$ cat src/rtl/spi_txn_monitor_pkg.sv
// Purpose: shared command codes, phase lengths and FSM state encoding for the SPI transaction monitor.
// Latency: n/a (declarations only).
// Backpressure: n/a (declarations only).
package spi_txn_pkg;

  localparam logic [7:0] CMD_WRITE = 8'h02;
  localparam logic [7:0] CMD_READ  = 8'h0B;

  localparam int CMD_BITS  = 8;
  localparam int ADDR_BITS = 32;
  localparam int DATA_BITS = 32;

  typedef enum logic [2:0] {
    IDLE,
    CMD,
    ADDR,
    DUMMY,
    DATA,
    SKIP
  } state_t;

endpackage

$ cat src/rtl/spi_txn_shadow_mem.sv
// Purpose: 16 x 32 shadow of written data; checks each captured read against the last write to that slot.
// Latency: mismatch is combinational with rd_valid; err_count updates one clk later.
// Backpressure: none, every record is consumed in the cycle it is presented.
module spi_txn_shadow_mem #(
  parameter int CNT_W = 16
) (
  input  logic             clk_i,
  input  logic             rst_i,
  input  logic             wr_valid,
  input  logic [3:0]       wr_idx,
  input  logic [31:0]      wr_data,
  input  logic             rd_valid,
  input  logic [3:0]       rd_idx,
  input  logic [31:0]      rd_data,
  output logic             mismatch,
  output logic [CNT_W-1:0] err_count
);

  logic [31:0]      r_mem [16];
  logic [15:0]      r_written;
  logic [CNT_W-1:0] r_err_count;
  logic             w_mismatch;

  // Reads of slots never written carry no expectation, so they never flag.
  assign w_mismatch = rd_valid & r_written[rd_idx] & (r_mem[rd_idx] != rd_data);
  assign mismatch   = w_mismatch;
  assign err_count  = r_err_count;

  // Shadow update on writes, error tally on failed compares.
  always_ff @(posedge clk_i or posedge rst_i) begin
    if (rst_i) begin
      r_written   <= '0;
      r_err_count <= '0;
      for (int i = 0; i < 16; i++) r_mem[i] <= '0;
    end else begin
      if (wr_valid) begin
        r_mem[wr_idx]     <= wr_data;
        r_written[wr_idx] <= 1'b1;
      end
      if (w_mismatch) r_err_count <= r_err_count + CNT_W'(1);
    end
  end

endmodule

$ cat src/rtl/spi_txn_monitor.sv
// Purpose: passive SPI write-mem/read-mem decoder producing address/data records; optional scoreboard via SPI_TXN_MONITOR_SCOREBOARD_EN.
// Latency: valid/cmd_err/abort pulse 1 clk after the SCLK rise (or CS rise) that ends the phase.
// Backpressure: none, purely observational; records are single-cycle pulses that must be taken when seen.
module spi_txn_monitor
  import spi_txn_pkg::*;
#(
  parameter int DUMMY_CYCLES = 32,
  parameter int CNT_W        = 16
) (
  input  logic             clk_i,
  input  logic             rst_i,
  input  logic             spi_sclk,
  input  logic             spi_cs,
  input  logic             spi_sdo,
  input  logic             spi_sdi,
  output logic             wr_valid,
  output logic [31:0]      wr_addr,
  output logic [31:0]      wr_data,
  output logic             rd_valid,
  output logic [31:0]      rd_addr,
  output logic [31:0]      rd_data,
  output logic             cmd_err,
  output logic             abort,
  output logic [CNT_W-1:0] wr_count,
  output logic [CNT_W-1:0] rd_count
`ifdef SPI_TXN_MONITOR_SCOREBOARD_EN
  ,
  output logic             mismatch,
  output logic [CNT_W-1:0] err_count
`endif
);

  localparam logic [5:0] LD_CMD   = 6'(CMD_BITS - 1);
  localparam logic [5:0] LD_ADDR  = 6'(ADDR_BITS - 1);
  localparam logic [5:0] LD_DATA  = 6'(DATA_BITS - 1);
  localparam logic [5:0] LD_DUMMY = 6'((DUMMY_CYCLES > 0) ? DUMMY_CYCLES - 1 : 0);

  state_t           r_state, w_state_nxt;
  logic [5:0]       r_bitcnt, w_bitcnt_nxt;
  logic             r_sclk_q, r_is_read;
  logic [31:0]      r_shift, r_addr;
  logic             r_wr_valid, r_rd_valid, r_cmd_err, r_abort;
  logic [31:0]      r_wr_addr, r_wr_data, r_rd_addr, r_rd_data;
  logic [CNT_W-1:0] r_wr_count, r_rd_count;

  logic        w_rise, w_bit, w_last;
  logic [31:0] w_shift_nxt;
  logic        w_cmd_ok, w_cmd_err, w_addr_load, w_done, w_abort;

  // A CS-gated SCLK rise is the only sampling event; read data comes from MISO.
  assign w_rise      = spi_sclk & ~r_sclk_q & ~spi_cs;
  assign w_bit       = (r_state == DATA && r_is_read) ? spi_sdi : spi_sdo;
  assign w_shift_nxt = {r_shift[30:0], w_bit};
  assign w_last      = w_rise && (r_bitcnt == 6'd0);

  // State and bit counter register.
  always_ff @(posedge clk_i or posedge rst_i) begin
    if (rst_i) begin
      r_state  <= IDLE;
      r_bitcnt <= '0;
    end else begin
      r_state  <= w_state_nxt;
      r_bitcnt <= w_bitcnt_nxt;
    end
  end

  // Phase sequencing; CS high in an active phase ends it, and counts as an abort
  // unless we are sitting at a clean command boundary.
  always_comb begin
    w_state_nxt  = r_state;
    w_bitcnt_nxt = r_bitcnt;
    w_cmd_ok     = 1'b0;
    w_cmd_err    = 1'b0;
    w_addr_load  = 1'b0;
    w_done       = 1'b0;
    w_abort      = 1'b0;
    case (r_state)
      IDLE: begin
        if (!spi_cs) begin
          w_state_nxt  = CMD;
          w_bitcnt_nxt = LD_CMD;
        end
      end
      CMD, ADDR, DUMMY, DATA: begin
        if (spi_cs) begin
          w_state_nxt = IDLE;
          w_abort     = (r_state != CMD) || (r_bitcnt != LD_CMD);
        end else if (w_rise) begin
          w_bitcnt_nxt = r_bitcnt - 6'd1;
          if (w_last) begin
            case (r_state)
              CMD: begin
                if (w_shift_nxt[7:0] == CMD_WRITE || w_shift_nxt[7:0] == CMD_READ) begin
                  w_cmd_ok     = 1'b1;
                  w_state_nxt  = ADDR;
                  w_bitcnt_nxt = LD_ADDR;
                end else begin
                  w_cmd_err   = 1'b1;
                  w_state_nxt = SKIP;
                end
              end
              ADDR: begin
                w_addr_load = 1'b1;
                if (r_is_read && DUMMY_CYCLES > 0) begin
                  w_state_nxt  = DUMMY;
                  w_bitcnt_nxt = LD_DUMMY;
                end else begin
                  w_state_nxt  = DATA;
                  w_bitcnt_nxt = LD_DATA;
                end
              end
              DUMMY: begin
                w_state_nxt  = DATA;
                w_bitcnt_nxt = LD_DATA;
              end
              default: begin
                w_done       = 1'b1;
                w_state_nxt  = CMD;
                w_bitcnt_nxt = LD_CMD;
              end
            endcase
          end
        end
      end
      SKIP: begin
        if (spi_cs) w_state_nxt = IDLE;
      end
      default: w_state_nxt = IDLE;
    endcase
  end

  // Shift path, captured fields, output records, pulses and counters.
  always_ff @(posedge clk_i or posedge rst_i) begin
    if (rst_i) begin
      r_sclk_q   <= 1'b0;
      r_shift    <= '0;
      r_is_read  <= 1'b0;
      r_addr     <= '0;
      r_wr_valid <= 1'b0;
      r_rd_valid <= 1'b0;
      r_cmd_err  <= 1'b0;
      r_abort    <= 1'b0;
      r_wr_addr  <= '0;
      r_wr_data  <= '0;
      r_rd_addr  <= '0;
      r_rd_data  <= '0;
      r_wr_count <= '0;
      r_rd_count <= '0;
    end else begin
      r_sclk_q   <= spi_sclk;
      r_wr_valid <= w_done & ~r_is_read;
      r_rd_valid <= w_done & r_is_read;
      r_cmd_err  <= w_cmd_err;
      r_abort    <= w_abort;
      if (w_rise)      r_shift   <= w_shift_nxt;
      if (w_cmd_ok)    r_is_read <= (w_shift_nxt[7:0] == CMD_READ);
      if (w_addr_load) r_addr    <= w_shift_nxt;
      if (w_done && !r_is_read) begin
        r_wr_addr  <= r_addr;
        r_wr_data  <= w_shift_nxt;
        r_wr_count <= r_wr_count + CNT_W'(1);
      end
      if (w_done && r_is_read) begin
        r_rd_addr  <= r_addr;
        r_rd_data  <= w_shift_nxt;
        r_rd_count <= r_rd_count + CNT_W'(1);
      end
    end
  end

  assign wr_valid = r_wr_valid;
  assign wr_addr  = r_wr_addr;
  assign wr_data  = r_wr_data;
  assign rd_valid = r_rd_valid;
  assign rd_addr  = r_rd_addr;
  assign rd_data  = r_rd_data;
  assign cmd_err  = r_cmd_err;
  assign abort    = r_abort;
  assign wr_count = r_wr_count;
  assign rd_count = r_rd_count;

`ifdef SPI_TXN_MONITOR_SCOREBOARD_EN
  spi_txn_shadow_mem #(.CNT_W(CNT_W)) u_shadow (
    .clk_i     (clk_i),
    .rst_i     (rst_i),
    .wr_valid  (r_wr_valid),
    .wr_idx    (r_wr_addr[5:2]),
    .wr_data   (r_wr_data),
    .rd_valid  (r_rd_valid),
    .rd_idx    (r_rd_addr[5:2]),
    .rd_data   (r_rd_data),
    .mismatch  (mismatch),
    .err_count (err_count)
  );
`endif

endmodule
$ cat config.mk
export PLATFORM = sky130hd
export DESIGN_NAME = spi_txn_monitor
export DESIGN_NICKNAME = d
export VERILOG_FILES = /design/src/rtl/spi_txn_monitor_pkg.sv /design/src/rtl/spi_txn_shadow_mem.sv /design/src/rtl/spi_txn_monitor.sv
export SDC_FILE = /design/constraint.sdc
export NUM_CORES = 1
export LEC_CHECK = 0
export BUFFER_PORTS_ARGS = -buffer_cell sky130_fd_sc_hd__clkbuf_2
export CAP_MARGIN = 10
export CORE_UTILIZATION = 56
export DETAILED_ROUTE_END_ITERATION = 12
export PLACE_DENSITY = 0.87
export SYNTH_ARGS = -nofsm -noshare
export SYNTH_HDL_FRONTEND = slang
export SYNTH_SLANG_ARGS = --single-unit
export TNS_END_PERCENT = 1
$ cat constraint.sdc
create_clock -name clk_i -period 10.1 [get_ports clk_i]
set_clock_uncertainty 0.2 [all_clocks]
set_input_delay 2.02 -clock clk_i [delete_from_list [all_inputs] [get_ports clk_i]]
set_output_delay 2.02 -clock clk_i [all_outputs]
set_load 0.05 [all_outputs]
==> run summary, run 1 <==
Fraction of layout cells with a size suffix above 1 - 50.5%
Nets - 815
CP peak stage delay - 0.87 ns
Vias per cell - 5.45
R2r endpoint - rd_count[12]
Die footprint - 17600 µm²
Final min period - 4.28 ns
Post-synthesis net count - 644
Worst Tran Pin Value - 1.07 ns
Tot Pwr - 1.98 mW
Ant. Diodes - 0
Setup bufs post-CTS - 0
Port Buffers - 169
Distinct cells, synth - 48
Number of flops mapped to enable cells by yosys - 0
RSZ-0062 raised after global routing - no
Fin Setup TNS - 0 ns
Critical path launch point - spi_cs
CP arrival - 4.46 ns
Final Max Slew Viols - 0
Die X-Extent - 133 µm
Dpl cell area - 10500 µm²
Clock slew at reported path FFs - 0.06 ns
Critical Path End - wr_addr[8]
Yosys reg bits - 238
Reg2Reg Setup Slack - 7.10 ns
CTS Buffer Depth - 3
Final hold violations - 0
TritonCTS clock tree - built
DRC - 0
First-pass GRT wire length - 30.3 mm
Worst EP required - 10.28 ns
CP cell instances - clkbuf_2, or3b_2, nor4_4, buf_4, mux2_2
Hold Buf Count CTS - 0
Resize count post-CTS - 0
Hold Path Origin - rd_count[15]
# rows - 47
Post-DP HPWL - 11.4 mm
Initial antenna violation count - 0
Worst r2r path cells - 7
Number of CTS-inserted buffers - 24
Crit path max-delay family - simple AND/OR/NAND/NOR gates
Gr ovfl total - 0
Starting density of the core - 57.4%
Tcrit/Tclk final - 42.4%
Global Route Usage Sum - 21.3%
IO Count - 170
Avg WL per Cell - 17.4 µm
Core area - 16600 µm²
Root buffer cell - clkbuf_16
Largest net degree at the start of global routing - 156
CP max FO - 48
Leading area contributor after synthesis - dfrtp_1
Outcome - finished, final reports clean
Dominant cells by area after synthesis - dfrtp_1 62%, mux2_2 19%, mux2_4 4.2%
Final core utilization - 68.4%
Num Clock Sinks - 238
HP Class - reg2reg
Syn Area/Cell - 15.1 µm²
Setup violations, final - 0
Syn Std Cell Area - 9560 µm²
GPL Wtd Cong - 0.882
FFs w/ async S/R, synth - 100%
Detailed router's first-iteration violation count - 252
Total of warnings raised by yosys - 0
Post-synthesis cell count - 634
Critical path endpoint category - register
Design area - 11400 µm²
Fmax - 0.234 GHz
Kind of critical path - in2reg
Critical path's slowest cell - or3b_2
Number of nets with antenna violations after routing - 0
Max cap viols - 0
Worst hold slack - 0.276 ns
Dominant synthesized flop cell - dfrtp_1
CTS H-Tree Depth - 1
Buffers plus inverters on the worst setup path - 2
Max-slew headroom - 28.9%
Worst reg2reg startpoint - r_bitcnt[0]
Max VDD drop - 0.123 mV
Die H - 133 µm
Worst path depth - 5
Pwr Density - 174 nW/µm²
Post-synth top area share - 62.3%
Post-synthesis sequential area ratio - 62.3%
Leakage - 6.06 nW
CP startpoint kind - input port
Area growth, synth to finish - 19.0%
WL final - 18.1 mm
Clock latency on the worst-skew pair - 0.50 ns
Total number of vias - 5677
Vias in the first global route - 5831
Drt pass-1 iters - 4
-- stage by stage --
| step | instances | setup WS, ns |
|---|---|---|
| 2_1_floorplan | 634 | 1.35 |
| 3_3_place_gp | 999 | 5.36 |
| 3_5_place_dp | 999 | 5.30 |
| 4_1_cts | 1042 | 5.82 |
| 5_1_grt | 1042 | 5.70 |
| 6_report | 1042 | 5.82 |
-- worst register-to-register path: stages (launching register included) --
cell	delay, ns
dfrtp_1	0.40
inv_1	0.10
ha_1	0.23
nor4b_2	0.29
and4_4	0.99
and4_1	0.40
nand4_1	0.13
xnor2_1	0.15
-- metal layers --
metal | part of all wire (%) | wire length [µm] | vias up | GRT usage, %
met5 | 0 | 0 | - | 0
met4 | 2.6 | 469 | 0 | 6.58
met3 | 3.8 | 691 | 36 | 3.18
li1 | - | - | 2589 | -
met2 | 50 | 9000 | 152 | 36.1
met1 | 44 | 7930 | 2900 | 28.5
-- worst min-delay path by stage --
stage	endpoint	slack [ns]	cells past startpoint
4_1_cts	rd_count[15]	0.29	1
3_5_place_dp	rd_count[15]	0.28	1
3_3_place_gp	rd_count[15]	0.26	1
5_1_grt	rd_count[15]	0.29	1
6_report	rd_count[15]	0.28	1
2_1_floorplan	r_addr[0]	0.26	2
-- cells by family (layout without fill, tap and decap cells) --
family / Yosys count / after routing / share of synthesized area [%]
flops: 238 / 238 / 62.3
simple gates: 106 / 106 / 6.65
xor+xnor: 33 / 33 / 3.02
buf+inv: 35 / 223 / 2.16
mux: 192 / 192 / 23.6
compound gates: 25 / 25 / 1.57
fa+ha+maj: 5 / 5 / 0.641
-- Yosys cell counts (2+ instances only) --
cell type,instances
dfrtp_1,238
mux2_2,162
mux2_4,27
nor2_1,22
xnor2_1,21
nand2_1,19
nand4_1,15
xor2_1,12
buf_2,9
nand3_1,9
o21ai_0,9
a21oi_1,8
buf_4,7
inv_1,7
and3_1,6
and2_1,5
buf_6,5
and4_1,4
buf_1,4
ha_1,4
or3_1,4
clkbuf_1,3
mux2i_1,3
a21o_1,2
nand2b_1,2
nand3b_1,2
nor2b_1,2
nor3_1,2
nor3b_1,2
-- cell type report --
cell class                      count  area [µm²]
Sequential cell                   238        5960
Multi-Input combinational cell    361        3400
Timing Repair Buffer              173         876
Inverter                            7        33.8
Fill cell                        1131        5260
Tap cell                          220         275
Clock buffer                       37         751
Clock inverter                      6        87.6
-- flip-flops by register name, summed over array words and instances (netlist names), 3 cells and up --
signal,cells
r_addr,32
r_bitcnt,6
r_shift,31
r_state,3
rd_addr,32
rd_count,16
rd_data,32
wr_addr,32
wr_count,16
wr_data,32
-- power by group --
part | internal [mW] | total (mW) | switching [mW]
Sequential | 0.972 | 1.00 | 0.0281
Clock | 0.561 | 0.910 | 0.349
Combinational | 0.0275 | 0.0704 | 0.0429
Total | 1.56 | 1.98 | 0.420
-- layout by cell type (no fill, tap or decap), drive strengths merged, types with 2 or more instances in the layout --
cell type,count
clkinvlp,3
and4,4
or3b,2
dfrtp,238
nor3,4
mux2i,3
nand3,10
xnor2,21
nand4,15
or4b,2
and3,6
mux2,189
o21ai,9
nor3b,2
ha,4
xor2,12
nand2,19
and2,5
nor4,2
or3,4
buf,4
bufinv,2
nor2,22
nand2b,2
inv,7
a21oi,8
nor2b,2
a21o,2
clkbuf,206
nand3b,2
Note: power is estimated with default switching activity, not from simulation.
==> run 2: changes to the inputs <==
==> constraint.sdc (replaced) <==
create_clock -name clk_i -period 4.45 [get_ports clk_i]
set_clock_uncertainty 0.2 [all_clocks]
set_input_delay 0.89 -clock clk_i [delete_from_list [all_inputs] [get_ports clk_i]]
set_output_delay 0.89 -clock clk_i [all_outputs]
set_load 0.05 [all_outputs]
==> run summary, run 2 (synthesis results as in run 1) <==
Die footprint - 17600 µm²
TritonCTS clock tree - built
Pwr Density - 387 nW/µm²
CP peak stage delay - 0.98 ns
# rows - 47
HP Class - reg2reg
CTS H-Tree Depth - 1
Setup violations, final - 0
Hold Path Origin - rd_count[15]
Final hold violations - 0
Dpl ws - 0.921 ns
Setup bufs post-CTS - 0
CP cell instances - clkbuf_2, nor3b_1, nand3_1, or3_2, mux2_4
Number of fill cells - 1191
Worst r2r path cells - 6
CP arrival - 3.24 ns
WL final - 18.6 mm
Number of nets with antenna violations after routing - 0
Starting density of the core - 57.4%
Leakage - 6.06 nW
Register area - 5960 µm²
Hold Buf Count CTS - 0
Core area - 16600 µm²
CP startpoint kind - input port
Most common library cell in the layout ignoring fill and taps - dfrtp_1
Vias per cell - 5.39
Worst EP required - 4.63 ns
Clock slew at reported path FFs - 0.06 ns
Nets - 817
Die H - 133 µm
Largest net degree at the start of global routing - 171
Max-slew headroom - 19.4%
Final worst slack - 1.40 ns
Port Buffers - 169
Post-DP HPWL - 11.9 mm
Avg WL per Cell - 17.8 µm
Number of CTS-inserted buffers - 24
Global Route Usage Sum - 21.9%
Critical path launch point - spi_cs
Max cap viols - 0
Final min period - 3.05 ns
Detailed router's first-iteration violation count - 196
Critical path's slowest cell - or3_2
DRC - 0
Initial antenna violation count - 0
Area growth, synth to finish - 18.9%
Placed Cells - 1001
Fraction of layout cells with a size suffix above 1 - 50.2%
GPL Wtd Cong - 0.819
Dpl cell area - 10600 µm²
CTS Buffer Depth - 3
Fin Setup TNS - 0 ns
Design area - 11400 µm²
Outcome - finished, final reports clean
Root buffer cell - clkbuf_16
Vias in the first global route - 5976
RSZ-0062 raised after global routing - no
Worst hold slack - 0.270 ns
Tcrit/Tclk final - 68.6%
Resize count post-CTS - 0
Die X-Extent - 133 µm
Clock latency on the worst-skew pair - 0.51 ns
Max VDD drop - 0.324 mV
First-pass GRT wire length - 31.1 mm
Gr ovfl total - 0
Worst Tran Pin Value - 1.21 ns
Kind of critical path - in2reg
Most frequent cells in the layout - 238 x dfrtp_1, 169 x clkbuf_2, 162 x mux2_2
Hold Path Depth - 1
Final Max Slew Viols - 0
Critical path endpoint category - register
Drt pass-1 iters - 4
Total number of vias - 5622
Worst reg2reg startpoint - r_bitcnt[0]
Num Clock Sinks - 238
Fmax - 0.328 GHz
IO Count - 170
Non-filler instance count after layout - 1043
Ant. Diodes - 0
Area taken by multi-input logic gates - 3400 µm²
CP max FO - 34
## run 2: cell count changes in the layout (fill, tap and decap cells not counted), sizes merged
cell      previous run  this run
buf                  4         6
clkbuf             206       204
clkinv               1         5
clkinvlp             3         1
inv                  7         6
## run 2: area by class of cell
class / instances / area share (%)
Clock buffer: 35 / 6.00
Tap cell: 220 / 2.42
Multi-Input combinational cell: 361 / 29.9
Clock inverter: 7 / 0.848
Inverter: 7 / 0.264
Timing Repair Buffer: 175 / 8.17
Sequential cell: 238 / 52.4
## run 2: worst paths after layout
path                                end  slack [ns]
max                          r_addr[24]        1.40
min                        rd_count[15]        0.27
max reg2reg                  r_addr[24]        1.43
min reg2reg                rd_count[15]        0.27
max in group asynchronous    rd_addr[5]        2.94
min in group asynchronous   rd_data[28]        0.39
## run 2: stage by stage
stage,util (%),power (mW)
floorplan,-,2.42
global route,68.3,4.57
detailed placement,63.6,2.47
global placement,63.6,2.47
CTS,68.3,4.45
finish,68.3,4.40
## run 2: power breakdown
group / switching (mW) / leakage, nW / internal, mW
clock: 0.787 / 0.384 / 1.18
sequential: 0.0656 / 3.29 / 2.21
combinational: 0.0974 / 2.39 / 0.0642
total: 0.951 / 6.06 / 3.45
## run 2: metal layers
layer / global-route usage (%) / part of all wire [%]
met4: 6.70 / 2.3
met2: 38.0 / 52
met1: 28.9 / 43
met3: 2.87 / 3.5
met5: 0 / 0
## run 2: critical path, delay by kind of cell
| kind | cells | cell delay [ns] |
|---|---|---|
| buffers and inverters | 1 | 0.13 |
| multiplexers | 1 | 0.48 |
| AND/OR/NAND/NOR | 3 | 1.68 |
